### config.mk
export PLATFORM = sky130hd
export DESIGN_NAME = addsub_accumulator
export DESIGN_NICKNAME = d
export VERILOG_FILES = /design/src/rtl/addsub_accumulator.sv
export SDC_FILE = /design/constraint.sdc
export NUM_CORES = 1
export LEC_CHECK = 0
export BUFFER_PORTS_ARGS = -buffer_cell sky130_fd_sc_hd__buf_2
export CAP_MARGIN = 30
export CORE_UTILIZATION = 35
export DETAILED_ROUTE_END_ITERATION = 7
export PLACE_DENSITY = 0.65
export SYNTH_ARGS = -nofsm -noshare
export SYNTH_HDL_FRONTEND = slang
export SYNTH_SLANG_ARGS = --single-unit
### constraint.sdc
create_clock -name clk -period 2.49 [get_ports clk]
set_clock_uncertainty 0.1 [all_clocks]
set_input_delay 0.498 -clock clk [delete_from_list [all_inputs] [get_ports clk]]
set_output_delay 0.498 -clock clk [all_outputs]
set_load 0.05 [all_outputs]
### src/rtl/addsub_accumulator.sv
// addsub_accumulator
//   Single-entry accumulator stage around a WIDTH-bit adder/subtractor.
//   An operand is accepted in IDLE, folded into the accumulator on that same
//   edge, and the result (accumulator, carry, overflow, op count) is held in
//   RESULT until the sink takes it. The stage handles at most one operation
//   every two cycles. out_zero is a live decode of the accumulator.

module addsub_accumulator #(
  parameter int WIDTH = 4,
  parameter int CNT_W = 4
) (
  input  logic             clk,
  input  logic             rst_n,
  input  logic             in_valid,
  output logic             in_ready,
  input  logic [WIDTH-1:0] in_data,
  input  logic             in_sel,
  input  logic             in_clr,
  output logic             out_valid,
  input  logic             out_ready,
  output logic [WIDTH-1:0] out_acc,
  output logic             out_cout,
  output logic             out_ovf,
  output logic             out_zero,
  output logic [CNT_W-1:0] out_count
);

  typedef enum logic [0:0] {
    ST_IDLE   = 1'b0,
    ST_RESULT = 1'b1
  } state_t;

  state_t             state_q, state_d;
  logic [WIDTH-1:0]   acc_q,   acc_d;
  logic               cout_q,  cout_d;
  logic               ovf_q,   ovf_d;
  logic [CNT_W-1:0]   cnt_q,   cnt_d;

  // Operand conditioned for subtraction (one's complement; the +1 comes in as carry-in).
  logic [WIDTH-1:0]   bx_s;
  // One extra bit so the carry out of the MSB is kept.
  logic [WIDTH:0]     sum_s;
  logic               ovf_s;
  logic [CNT_W-1:0]   cnt_inc_s;

  // Datapath: add/subtract of the operand into the current accumulator, plus the saturating count step.
  always_comb begin
    bx_s      = in_data ^ {WIDTH{in_sel}};
    sum_s     = {1'b0, acc_q} + {1'b0, bx_s} + {{WIDTH{1'b0}}, in_sel};
    // Signed overflow: operands share a sign but the result sign differs.
    ovf_s     = (acc_q[WIDTH-1] == bx_s[WIDTH-1]) && (sum_s[WIDTH-1] != acc_q[WIDTH-1]);
    if (cnt_q != {CNT_W{1'b1}}) begin
      cnt_inc_s = cnt_q + {{(CNT_W-1){1'b0}}, 1'b1};
    end else begin
      cnt_inc_s = cnt_q;
    end
  end

  // Next-state and register-update decode; state is only touched on an accepted operand.
  always_comb begin
    state_d = state_q;
    acc_d   = acc_q;
    cout_d  = cout_q;
    ovf_d   = ovf_q;
    cnt_d   = cnt_q;
    case (state_q)
      ST_IDLE: begin
        if (in_valid) begin
          state_d = ST_RESULT;
          if (in_clr) begin
            acc_d  = in_data;
            cout_d = 1'b0;
            ovf_d  = 1'b0;
            cnt_d  = {{(CNT_W-1){1'b0}}, 1'b1};
          end else begin
            acc_d  = sum_s[WIDTH-1:0];
            cout_d = sum_s[WIDTH];
            ovf_d  = ovf_s;
            cnt_d  = cnt_inc_s;
          end
        end else begin
          state_d = ST_IDLE;
        end
      end
      ST_RESULT: begin
        // A new operand is never taken here, even when the sink drains the result this cycle.
        if (out_ready) begin
          state_d = ST_IDLE;
        end else begin
          state_d = ST_RESULT;
        end
      end
      default: begin
        state_d = ST_IDLE;
      end
    endcase
  end

  // State and result registers with asynchronous active-low reset.
  always_ff @(posedge clk or negedge rst_n) begin
    if (!rst_n) begin
      state_q <= ST_IDLE;
      acc_q   <= {WIDTH{1'b0}};
      cout_q  <= 1'b0;
      ovf_q   <= 1'b0;
      cnt_q   <= {CNT_W{1'b0}};
    end else begin
      state_q <= state_d;
      acc_q   <= acc_d;
      cout_q  <= cout_d;
      ovf_q   <= ovf_d;
      cnt_q   <= cnt_d;
    end
  end

  // Output decode straight from the registers.
  always_comb begin
    in_ready  = (state_q == ST_IDLE);
    out_valid = (state_q == ST_RESULT);
    out_acc   = acc_q;
    out_cout  = cout_q;
    out_ovf   = ovf_q;
    out_count = cnt_q;
    out_zero  = (acc_q == {WIDTH{1'b0}});
  end

endmodule

==> impl_metrics.json <==
{
  "n_antenna_cell": 0,
  "yosys_warnings": 0,
  "yosysTopAreaCellShare_pct": 39.1,
  "syn_inst": 73,
  "grt_util_all_layers_pct": 15.3,
  "ys.flop_type": "dfrtp_1",
  "slew_headroom_pct": 61.8,
  "antenna_found_initial": 0,
  "critPathRequiredTime_ns": 1.89,
  "share_comb_of_total_power_pct": 58.2,
  "pre_cts_ws_ns": 0.490,
  "tightestPinTransition_ns": 0.573,
  "ys_ff_latch": 11,
  "syn_to_final_growth_pct": 25.1,
  "setup.worst_path.class": "reg2out",
  "post-route-min-period_ns": 1.87,
  "post-cts-setup-buffers": 0,
  "dpl_cell_area_um2": 843,
  "post-route-drc-count": 0,
  "drv_cap": 0,
  "nets": 115,
  "tns_ns": 0,
  "die-height_um": 46.8,
  "seq_area_um2": 275,
  "post_drt_wl_per_cell_um": 11.9,
  "fin_cells": 123,
  "final.setup.worst_slack_ns": 0.624,
  "critPathArrivalTime_ns": 1.27,
  "core_um2": 1800,
  "cp-start-kind": "flip-flop",
  "hpwlAfterDp_mm": 1.11,
  "die_x_um": 46.8,
  "start_util_pct": 39.0,
  "seqPwrFrac_pct": 30.4,
  "grt_overflow_total": 0,
  "powerDensity_nw_per_um2": 1210,
  "stdcell_area_um2": 880,
  "status": "completed",
  "synth_commonest_cells": "dfrtp_1 (11), a21oi_1 (7), nand2_1 (7)",
  "sw_frac_of_total_pct": 53.4,
  "syn_avg_cell_area_um2": 9.63,
  "cts.repair.resized": 0,
  "drt.antenna.violating_nets": 0,
  "grt_pass1_vias": 514,
  "wirelength_mm": 1.46,
  "cp_max_fo": 6,
  "ios": 23,
  "drtIter0Drc": 5,
  "num_vias": 607,
  "drive_gt1_share_pct": 29.6,
  "avgViaCountPerCell": 4.93,
  "nFillCells": 186,
  "gp_congestion": 0.745,
  "root_buffer": "clkbuf_4",
  "std_cell_rows": 15,
  "dieArea_um2": 2190,
  "crit_path_end_kind": "primary output",
  "p_leak_nw": 0.442,
  "ys_types": 31,
  "async_reset_ff_share_pct": 100,
  "clockBufferDepth": 2,
  "cts_sinks": 11,
  "synth_edf_count": 0,
  "finalCritPeriodShare_pct": 75.0,
  "clk_pin_slew_ns": 0.07,
  "cts_buffers": 3,
  "grt_pass1_wl_mm": 2.33,
  "p_switching_mw": 0.566,
  "syn_nets": 89,
  "yosysTopAreaCell": "dfrtp_1",
  "ir_drop_mv": 0.632,
  "slew_violations": 0,
  "grt_max_degree": 16,
  "ys_top_cells_by_area": "dfrtp_1 (39%), ha_1 (8.9%), a21oi_1 (5.0%)",
  "hold_path.class": "in2reg",
  "intPower_mw": 0.495,
  "cts_tree": "yes",
  "rsz0062_at_grt": "no",
  "h-tree-depth": 1,
  "synth_most_common_cell": "dfrtp_1",
  "multi_input_area_um2": 412,
  "place_inst": 118,
  "clockPowerShare_pct": 11.4,
  "final_hold_viol_count": 0,
  "ys_seq_area_share_pct": 39.1,
  "io_buffer_count": 22,
  "clkLatencyLatePin_ns": 0.26,
  "finalSetupViolations": 0,
  "fmax_mhz": 536,
  "synth_area_um2": 703,
  "drtPass1Iterations": 3
}
==> logic make-up after synthesis <==
| logic type | Yosys count | share of synthesized area [%] |
|---|---|---|
| compound gates | 24 | 23.5 |
| xor+xnor | 6 | 7.47 |
| fa+ha+maj | 6 | 11.7 |
| buf+inv | 6 | 3.20 |
| flops | 11 | 39.1 |
| mux | 2 | 2.85 |
| simple gates | 18 | 12.1 |
==> path summary, 6_finish.rpt <==
path	startpoint	end	slack, ns	depth (start not counted)
max reg2reg	out_acc[0]$_DFFE_PN0P_	out_acc[1]$_DFFE_PN0P_	0.81	5
min in group asynchronous	rst_n	out_cout$_DFFE_PN0P_	0.52	2
max	out_acc[0]$_DFFE_PN0P_	out_zero	0.62	2
max in group asynchronous	rst_n	out_ovf$_DFFE_PN0P_	1.56	2
min	out_ready	out_valid$_DFF_PN0_	0.29	2
min reg2reg	out_ovf$_DFFE_PN0P_	out_ovf$_DFFE_PN0P_	0.38	2
==> metal layers <==
| layer | wire (um) | global-route usage [%] |
|---|---|---|
| met5 | 0 | 0 |
| met4 | 0 | 1.71 |
| met3 | 78 | 7.31 |
| met2 | 662 | 22.8 |
| met1 | 719 | 21.0 |
==> worst max-delay path: stages (launching register included) <==
cell and delay [ns]:
dfrtp_1 0.44, nor4_2 0.26, buf_2 0.30
==> layout by cell type, fill, tap and decap left out, types with 2 or more instances in the layout <==
master and instances:
clkbuf_4 3, buf_2 22, and3_1 2, ha_1 5, mux2i_1 2, xnor2_1 2
xor2_1 4, dfrtp_1 11, o21ai_1 5, nand2_1 7, a21oi_1 7, nor2_1 4
inv_1 4
==> sequential cells by signal, summed over array words and instances (netlist names) <==
signal     flops
out_acc        4
out_valid      1
out_ovf        1
out_cout       1
out_count      4
==> layout make-up <==
type / count / area share, %
clock buffer: 4 / 2.99
timing repair buffer: 23 / 13.7
multi-input combinational: 56 / 46.8
tap: 25 / 3.56
sequential: 11 / 31.3
inverter: 4 / 1.71
==> power by group through the flow <==
stage               clock network, mW  registers (mW)  logic, mW
floorplan                           0           0.538      0.272
global placement                    0           0.326      0.617
detailed placement                  0           0.326      0.621
CTS                             0.125           0.323      0.624
global route                    0.137           0.337      0.668
finish                          0.121           0.323      0.617
==> stage by stage <==
step / total power, mW / hold WS (ns) / util [%]
2_1_floorplan: 0.809 / 0.102 / -
3_3_place_gp: 0.943 / 0.283 / 46.8
3_5_place_dp: 0.947 / 0.289 / 46.8
4_1_cts: 1.07 / 0.285 / 48.8
5_1_grt: 1.14 / 0.277 / 48.8
6_report: 1.06 / 0.290 / 48.8
==> repair_timing <==
item | in CTS | in global routing
hold buffers | 1 | 0
hold endpoints to repair | 4 | 0
setup endpoints to repair | 0 | 0
(Power assumes the default switching activity.)
